==> src/rtl/fft_pkg.sv <==
// ---------------------------------------------------------------------------
// fft_pkg
//   Shared definitions for the FFT output serializer slice:
//     - default data width and frame length
//     - serializer state enum {IDLE, CAPTURE, DRAIN}
//     - bitrev(): reverses the low 'w' bits of an address
// ---------------------------------------------------------------------------
package fft_pkg;

  localparam int DATA_W_DEF = 16;
  localparam int N_PTS_DEF  = 64;
  localparam int ADDR_W_DEF = 6;

  // Widest address bitrev() can handle; callers cast down to their ADDR_W.
  localparam int MAX_ADDR_W = 16;

  typedef enum logic [1:0] {
    IDLE    = 2'd0,
    CAPTURE = 2'd1,
    DRAIN   = 2'd2
  } state_t;

  // Reverse bits [w-1:0] of a; bits at and above w come back as zero.
  function automatic logic [MAX_ADDR_W-1:0] bitrev(input logic [MAX_ADDR_W-1:0] a,
                                                   input int unsigned         w);
    logic [MAX_ADDR_W-1:0] r;
    r = '0;
    for (int i = 0; i < MAX_ADDR_W; i++) begin
      if (i < int'(w)) r[i] = a[int'(w) - 1 - i];
    end
    return r;
  endfunction

endpackage

==> src/rtl/fft_frame_ram.sv <==
// ---------------------------------------------------------------------------
// fft_frame_ram
//   N_PTS x (2*DATA_W) register array holding one complex FFT frame.
//   Two write ports (one FFT sample pair per cycle) and one registered read
//   port whose output register is the serializer's m_real/m_imag.
//
//   Ports:
//     clk, nrst            clock, synchronous active-low reset (read reg only)
//     wr_en                write both ports this cycle
//     wr_addr0/wr_data0    even-sample write port
//     wr_addr1/wr_data1    odd-sample write port (never equal to wr_addr0)
//     rd_en, rd_addr       load rd_data from rd_addr at the next edge
//     rd_data              registered read data {real, imag}
// ---------------------------------------------------------------------------
module fft_frame_ram
  import fft_pkg::*;
#(
  parameter int DATA_W = DATA_W_DEF,
  parameter int N_PTS  = N_PTS_DEF,
  parameter int ADDR_W = ADDR_W_DEF
) (
  input  logic                clk,
  input  logic                nrst,
  input  logic                wr_en,
  input  logic [ADDR_W-1:0]   wr_addr0,
  input  logic [2*DATA_W-1:0] wr_data0,
  input  logic [ADDR_W-1:0]   wr_addr1,
  input  logic [2*DATA_W-1:0] wr_data1,
  input  logic                rd_en,
  input  logic [ADDR_W-1:0]   rd_addr,
  output logic [2*DATA_W-1:0] rd_data
);

  logic [2*DATA_W-1:0] mem [N_PTS];

  // NOTE: the array itself has no reset; its contents are always overwritten
  // by a full capture before being read, and leaving it unreset keeps it a
  // plain register file with no reset fan-out.
  always_ff @(posedge clk) begin
    if (wr_en) begin
      mem[wr_addr0] <= wr_data0;
      mem[wr_addr1] <= wr_data1;
    end
  end

  // The read register is visible on the outputs, so it is reset to zero.
  always_ff @(posedge clk) begin
    if (!nrst)      rd_data <= '0;
    else if (rd_en) rd_data <= mem[rd_addr];
  end

endmodule

==> src/rtl/fft_out_serializer.sv <==
// ---------------------------------------------------------------------------
// fft_out_serializer
//   Captures one N_PTS-point FFT burst (two complex samples per cycle) into a
//   frame buffer, then streams it out one sample per cycle on a valid/ready
//   interface with a last marker and bin index.
//
//   Build option: define BITREV_EN when the FFT emits bit-reversed order;
//   samples are then stored at bit-reversed addresses so the drain is in
//   natural bin order. Undefined: output order equals arrival order.
//
//   Ports:
//     clk, nrst                 clock, synchronous active-low reset
//     output_start              FFT pulse marking the first sample pair
//     outReal0/outImag0         even sample of the current pair
//     outReal1/outImag1         odd sample of the current pair
//     m_valid/m_ready           output handshake
//     m_real/m_imag             output sample
//     m_last                    final sample of the frame (index N_PTS-1)
//     m_index                   bin index of the output sample
//     busy                      high in CAPTURE or DRAIN
//     overrun                   sticky: output_start seen outside IDLE
// ---------------------------------------------------------------------------
module fft_out_serializer
  import fft_pkg::*;
#(
  parameter int DATA_W = DATA_W_DEF,
  parameter int N_PTS  = N_PTS_DEF,
  parameter int ADDR_W = ADDR_W_DEF
) (
  input  logic              clk,
  input  logic              nrst,
  input  logic              output_start,
  input  logic [DATA_W-1:0] outReal0,
  input  logic [DATA_W-1:0] outImag0,
  input  logic [DATA_W-1:0] outReal1,
  input  logic [DATA_W-1:0] outImag1,
  output logic              m_valid,
  input  logic              m_ready,
  output logic [DATA_W-1:0] m_real,
  output logic [DATA_W-1:0] m_imag,
  output logic              m_last,
  output logic [ADDR_W-1:0] m_index,
  output logic              busy,
  output logic              overrun
);

  localparam logic [ADDR_W-2:0] PAIR_LAST = '1;  // pair N_PTS/2-1
  localparam logic [ADDR_W-1:0] PTR_LAST  = '1;  // sample N_PTS-1

  state_t              state_q, state_d;
  logic [ADDR_W-2:0]   pair_q, pair_d;
  logic [ADDR_W-1:0]   ptr_q, ptr_d;
  logic                overrun_q, overrun_d;

  logic                wr_en, rd_en;
  logic [ADDR_W-1:0]   rd_addr;
  logic [ADDR_W-1:0]   sample0, sample1, wr_addr0, wr_addr1;
  logic [2*DATA_W-1:0] rd_data;

  assign sample0 = {pair_q, 1'b0};
  assign sample1 = {pair_q, 1'b1};

`ifdef BITREV_EN
  assign wr_addr0 = ADDR_W'(bitrev(MAX_ADDR_W'(sample0), ADDR_W));
  assign wr_addr1 = ADDR_W'(bitrev(MAX_ADDR_W'(sample1), ADDR_W));
`else
  assign wr_addr0 = sample0;
  assign wr_addr1 = sample1;
`endif

  // NOTE: every signal driven here gets a default first, so no path through
  // the case statement can leave one unassigned and infer a latch.
  always_comb begin
    state_d   = state_q;
    pair_d    = pair_q;
    ptr_d     = ptr_q;
    overrun_d = overrun_q;
    wr_en     = 1'b0;
    rd_en     = 1'b0;
    rd_addr   = ptr_q;

    unique case (state_q)
      IDLE: begin
        // pair_q is 0 here, so the starting pair lands at samples 0 and 1.
        if (output_start) begin
          wr_en   = 1'b1;
          pair_d  = pair_q + 1'b1;
          state_d = CAPTURE;
        end
      end

      CAPTURE: begin
        // The FFT cannot be stalled: a pair is written every cycle and a
        // stray start pulse only flags the overrun.
        wr_en     = 1'b1;
        pair_d    = pair_q + 1'b1;
        if (output_start) overrun_d = 1'b1;
        if (pair_q == PAIR_LAST) begin
          // Prefetch sample 0 so it is on the outputs the first DRAIN cycle.
          state_d = DRAIN;
          pair_d  = '0;
          ptr_d   = '0;
          rd_en   = 1'b1;
          rd_addr = '0;
        end
      end

      DRAIN: begin
        if (output_start) overrun_d = 1'b1;
        if (m_ready) begin
          if (ptr_q == PTR_LAST) begin
            state_d = IDLE;
            ptr_d   = '0;
          end else begin
            // Read the next sample on the accepting edge: no bubbles.
            ptr_d   = ptr_q + 1'b1;
            rd_en   = 1'b1;
            rd_addr = ptr_q + 1'b1;
          end
        end
      end

      default: state_d = IDLE;
    endcase
  end

  // NOTE: sequential state uses non-blocking assignments so every register
  // samples the pre-edge values regardless of statement order.
  always_ff @(posedge clk) begin
    if (!nrst) begin
      state_q   <= IDLE;
      pair_q    <= '0;
      ptr_q     <= '0;
      overrun_q <= 1'b0;
    end else begin
      state_q   <= state_d;
      pair_q    <= pair_d;
      ptr_q     <= ptr_d;
      overrun_q <= overrun_d;
    end
  end

  fft_frame_ram #(
    .DATA_W (DATA_W),
    .N_PTS  (N_PTS),
    .ADDR_W (ADDR_W)
  ) u_ram (
    .clk      (clk),
    .nrst     (nrst),
    .wr_en    (wr_en),
    .wr_addr0 (wr_addr0),
    .wr_data0 ({outReal0, outImag0}),
    .wr_addr1 (wr_addr1),
    .wr_data1 ({outReal1, outImag1}),
    .rd_en    (rd_en),
    .rd_addr  (rd_addr),
    .rd_data  (rd_data)
  );

  assign m_valid = (state_q == DRAIN);
  assign m_last  = m_valid && (ptr_q == PTR_LAST);
  assign m_index = ptr_q;
  assign m_real  = rd_data[2*DATA_W-1:DATA_W];
  assign m_imag  = rd_data[DATA_W-1:0];
  assign busy    = (state_q != IDLE);
  assign overrun = overrun_q;

endmodule

==> config.mk <==
export PLATFORM = sky130hd
export DESIGN_NAME = fft_out_serializer
export DESIGN_NICKNAME = d
export VERILOG_FILES = /design/src/rtl/fft_pkg.sv /design/src/rtl/fft_frame_ram.sv /design/src/rtl/fft_out_serializer.sv
export SDC_FILE = /design/constraint.sdc
export NUM_CORES = 2
export LEC_CHECK = 0
export ABC_AREA = 1
export CORE_MARGIN = 3
export CORE_UTILIZATION = 25
export DETAILED_ROUTE_END_ITERATION = 10
export SETUP_SLACK_MARGIN = 0.5
export SYNTH_ARGS = -nofsm -noshare
export SYNTH_HDL_FRONTEND = slang
export SYNTH_SLANG_ARGS = --single-unit
==> constraint.sdc <==
create_clock -name clk -period 8.2 [get_ports clk]
set_input_delay 0.82 -clock clk [delete_from_list [all_inputs] [get_ports clk]]
set_output_delay 0.82 -clock clk [all_outputs]
set_load 0.01 [all_outputs]
# Yosys cells after proc, flatten, opt, wreduce, memory -nomap -nowiden
# Memory sizes are Yosys's and may differ from the RTL's. A register that Yosys moved wholly into a read port is not among the register bits.
# Cells that the tools add are included.
# Widths: inputs -> output; s select.
op_classes:
  n_mul: 0
  magnitude_cmp: 0
  bitwise: 0
  mux: 23
  n_addsub: 2
  reduce_logical: 11
  eq_ne: 8
  div_mod_pow: 0
  n_shift: 0
op_table:
  columns: ["op", "n"]
  rows:
  - ["$mux 6", 5]
  - ["$pmux 6 s2", 2]
  - ["$mux 5", 2]
  - ["$pmux 5 s2", 1]
  - ["$mux 2", 4]
  - ["$add 6x1->6 const B", 1]
  - ["$eq 6x6->1 const B", 1]
  - ["$mux 1", 6]
  - ["$pmux 2 s3", 1]
  - ["$reduce_and 2->1", 3]
  - ["$reduce_bool 2->1", 3]
  - ["$add 5x1->5 const B", 1]
  - ["$eq 5x5->1 const B", 1]
  - ["$ne 2x1->1 const B", 2]
  - ["$ne 2x2->1 const B", 2]
  - ["$pmux 1 s2", 2]
  - ["$reduce_and 4->1", 1]
  - ["$eq 2x1->1 const B", 1]
  - ["$eq 2x2->1 const B", 1]
  - ["$logic_not 2->1", 1]
  - ["$reduce_or 2->1", 1]
  - ["$logic_and 1x1->1", 1]
  - ["$logic_not 1->1", 1]
word_totals:
  latch_bits: 0
  out_inout_bits: 42
  memories: 1
  ramBits: 2048
  reg_bits: 14
  rom_bits: 0
memory_table:
  columns: ["name", "words", "width", "rd", "rd_clocked_by_memory_dff", "wr", "line", "text"]
  rows:
  - ["u_ram.mem", 64, 32, 1, 1, 2, "fft_frame_ram.sv:34", "logic [2*DATA_W-1:0] mem [N_PTS];"]

# Longest topological paths before layout
logic_depth:
  word_depth: 4
  ltp_mapped: 23
  mapped_depth_nobuf: 20

# By module
# Synthesis repeated with hierarchy kept, for this count alone.
hier_totals:
  cells_unflattened: 12156
  area_unflattened_um2: 106075.5
by_module_without_submodules:
  columns: ["module", "area_each_um2", "cells_each", "instances"]
  rows:
  - ["fft_frame_ram", 105037.0, 11992, 1]
  - ["fft_out_serializer", 1038.5, 164, 1]

# Worst setup path after synthesis
# Ideal clock, no wire load.
synth_timing:
  path_type: "input to register"
  startpoint: "input output_start"
  endpoint: "memory u_ram.mem[0][0] in the netlist's numbering, enable pin"
  path_slack_ns: 3.903
  setup_ns: 0.487
  stages: 4
  arrival_time_ns: 3.810
  path_cell_list: "nand2_1 nand2_1 nand2_1 nor2_1"
synth_lines:
  columns: ["item", "line", "text"]
  rows:
  - ["start: declaration", "fft_out_serializer.sv:32", "input logic output_start,"]
  - ["end: declaration", "fft_frame_ram.sv:34", null]

# Final worst setup path
layout_timing:
  startpoint: "register state_q[0]"
  endpoint: "register u_ram.rd_data[21], read port of u_ram.mem"
layout_via:
  elab_chain_cells: 2
  word_cells_on_any_way: 4
  cone_classes: "2 x eq/ne; 2 x mux"
layout_lines:
  columns: ["item", "line", "text"]
  rows:
  - ["start: declaration", "fft_out_serializer.sv:50", "state_t state_q, state_d;"]
  - ["start signal: assignment", "fft_out_serializer.sv:136", "state_q <= state_d;"]
  - ["$eq 2x2->1 / $eq 2x1->1 (equally long branches)", "fft_out_serializer.sv:82", "unique case (state_q)"]
  - ["$pmux 6 s2 / $pmux 1 s2 (equally long branches)", "fft_out_serializer.sv:82", null]
  - ["end: declaration", "fft_frame_ram.sv:31", "output logic [2*DATA_W-1:0] rd_data"]
# Parallel ways exist; a longest one is shown, timed or not.
# A chain may end at the register's enable or synchronous reset.

==> summary.txt <==
Synth
  – Yosys warns: 0
  – Netlist cell types: 32
  – Top-area cell type share of the netlist area: 0.680
  – Post-Syn Area: 90,400 um2
  – Sequential fraction of the synthesis area: 0.691
  – Synth top area cells: edfxtp_1 68%, nand2_1 15%, nand3_1 11%, buf_2 2.5%, dfxtp_1 1.0%
  – Synth Instances: 8,646
  – Largest area contributor in the netlist: edfxtp_1
  – Synth Register Bits: 2,094
  – Post-synth top flop: edfxtp_1
  – Async set or reset register ratio after synthesis: 0
  – Syn nets: 8,724
  – Mapped Avg Cell Area: between 10 and 15 um2
  – EDFF count, synth: slightly above 2,000

Setup path
  – Worst R2R Setup Slack: 2.85 ns
  – Setup CP Type: register to register
  – Crit end category: register
  – Max FO, Critical Path: approximately 120
  – CP Launch Type: register
  – FF-to-FF End: u_ram.rd_data[21]
  – R2r startpoint: state_q[0]
  – Reg2Reg Depth: 17
  – Crit path required time: 8.95 ns
  – Worst endpoint data arrival time: 6.09 ns

Placed design
  – Placed cell area: 96,500 um2
  – Post-detail-place hpwl: 133,000 um
  – I/O Buffers: around 110
  – Placer Congestion: 0.759

Hold path
  – Worst hold path class: register to register
  – Hold depth: 2
  – Worst hold path startpoint: overrun
  – Worst Hold End: overrun

GRT
  – Vias in the first global route: 60,500
  – Total congestion overflow: 0
  – First-pass GRT wire length: 407,000 um
  – Maximum number of pins on one net before global-route repair: between 200 and 250
  – Initial antenna violation count: 33
  – GR Util All Layers: 0.145

Floorplan
  – Initial Utilization: 0.251
  – Die Y: ~610 um
  – Die area: 369,000 um2
  – Core area: between 300,000 and 400,000 um2
  – Die width: 607 um
  – IO Count: between 100 and 150
  – Site row count: 220

Clock network
  – Clock slew at the register clock pins of the worst setup and hold paths: 0.07 ns
  – Root Buffer: clkbuf_16
  – Clock Latency Late Sink: between 0.8 and 0.9 ns
  – CTS sink count: 2,094
  – H-tree level count: 4
  – Hold buffers post-CTS: 0
  – Setup bufs post-CTS: 0
  – TritonCTS Buffers: ~200
  – Clock Tree Buf Depth: 4
  – CTS resizes: 0
  – CTS tree: done

Cells and area
  – Total Nets Final: 8,588
  – Layout cells sized above 1: 0.0580
  – Design area: 103,000 um2
  – Sequential Area: approximately 62,000 um2
  – Area occupied by multi-input gates: 24,800 um2
  – Most frequent cells in the layout: 3,716 x nand2_1, 2,048 x edfxtp_1, 1,905 x nand3_1
  – Synthesis-to-layout area growth: 13.6%
  – Fill cell count: 37,000
  – Commonest non-fill, non-tap cell in the layout: nand2_1

Timing
  – Total count of hold-check failures in the final report: 0
  – Max-slew headroom: 0.130
  – Slew Viols, Final: 0
  – Clock Skew: 0.0365 ns
  – Worst-margin pin slew: about 1.3 ns
  – Final setup vio count: 0
  – RSZ-0062 raised after global routing: false
  – Maximum clock frequency: 0.187 GHz
  – Minimum clock period: 5.35 ns
  – Final period util: 0.652
  – Final Hold Slack: 0.487 ns
  – Post-route setup TNS: 0 ns

Power
  – Leakage: 38.8 nW
  – VDD IR-drop max: 0.444 mV
  – Pwr dens: 358 nW/um2

Route
  – Routed vias/inst: 4.73
  – Detailed-route DRC error count: 0
  – DR iter-0 viols: roughly 6,600
  – Post-Route WL: 277,000 um
  – Routed wire length per instance: 20.6 um
  – Antenna viol nets, final: 0
  – DRT Pass-1 Iters: 6
  – Vias: 63,500

Job
  – Max-Cap Viols: 0

Status
  – Status: finished, final reports clean
## state kept, by name, summed over array words and instances (netlist names)
name,cells
overrun,1
u_ram.rd_data,32
u_ram.mem,2048
state_q,2
pair_q,5
m_index,6
## power breakdown
group / leakage, nW / total [mW] / switching [mW] / internal (mW)
Clock: 3.03 / 9.02 / 3.95 / 5.08
Sequential: 18.8 / 12.4 / 0.161 / 12.2
Combinational: 17.0 / 15.4 / 11.2 / 4.16
Total: 38.8 / 36.8 / 15.3 / 21.5
## per-layer routing
| metal | global-route usage | vias to the layer above | part of all wire |
|---|---|---|---|
| met2 | 0.254 | 2454 | 0.49 |
| met5 | 0 | - | 0.000087 |
| met3 | 0.0167 | 494 | 0.070 |
| met1 | 0.180 | 31300 | 0.40 |
| met4 | 0.0576 | 4 | 0.040 |
| li1 | - | 29200 | - |
## how the worst max path moves through the flow
stage | start | end | slack, ns | cells past startpoint
5_1_grt | state_q[0] | u_ram.rd_data[21] | 2.57 | 17
3_5_place_dp | m_ready | u_ram.rd_data[21] | 2.68 | 18
6_report | state_q[0] | u_ram.rd_data[21] | 2.85 | 17
2_1_floorplan | output_start | u_ram.mem[0][0] | 3.90 | 4
4_1_cts | state_q[0] | u_ram.rd_data[21] | 2.85 | 17
3_3_place_gp | m_ready | u_ram.rd_data[21] | 2.72 | 18
## layout make-up
type | count | area share
clock inverter | 102 | 0.00946
inverter | 158 | 0.00601
multi-input combinational | 5786 | 0.242
timing repair buffer | 275 | 0.0261
sequential | 2094 | 0.608
tap | 4773 | 0.0581
antenna | 10 | 0.000244
clock buffer | 244 | 0.0509
## through the flow
stage                     utilization  worst slack [ns]  total power, mW  std cells
after detailed placement        0.268              2.68             27.9      13100
after global placement          0.268              2.72             27.9      13100
after global routing            0.286              2.57             38.9      13400
after floorplan                     -              3.90             22.9       8646
final                           0.286              2.85             36.8      13400
after CTS                       0.286              2.85             36.9      13400
## worst max-delay path, stage by stage, from the launching register on
cell	delay, ns
dfxtp_1	0.35
inv_1	0.07
ha_1	0.80
nand2_1	0.30
o21bai_4	0.28
nand2_8	0.40
nand2_8	0.65
inv_8	0.74
buf_4	0.48
buf_4	0.22
nand2_1	0.05
nand2_1	0.05
nand2_1	0.05
nand3_1	0.10
nand3_1	0.08
nand3_1	0.12
nand3_1	0.09
a21oi_1	0.15
## logic make-up after synthesis
logic type	count (synthesis)	share of synthesized area
xor gates and xnor gates	4	0.000388
adders and majority gates	10	0.00138
buffers and inverters	766	0.0390
AOI/OAI and AO/OA	74	0.00451
and+or+nand+nor	5698	0.264
DFF	2094	0.691
## cell usage after synthesis (all sizes together) (6+ instances only)
cell       n
a21oi     46
buf      491
clkbuf   117
dfxtp     46
edfxtp  2048
ha        10
inv      156
nand2   3725
nand3   1905
nand3b    12
nor2      49
nor3       6
o21ai     16
Power figures use the tool's default switching activity.
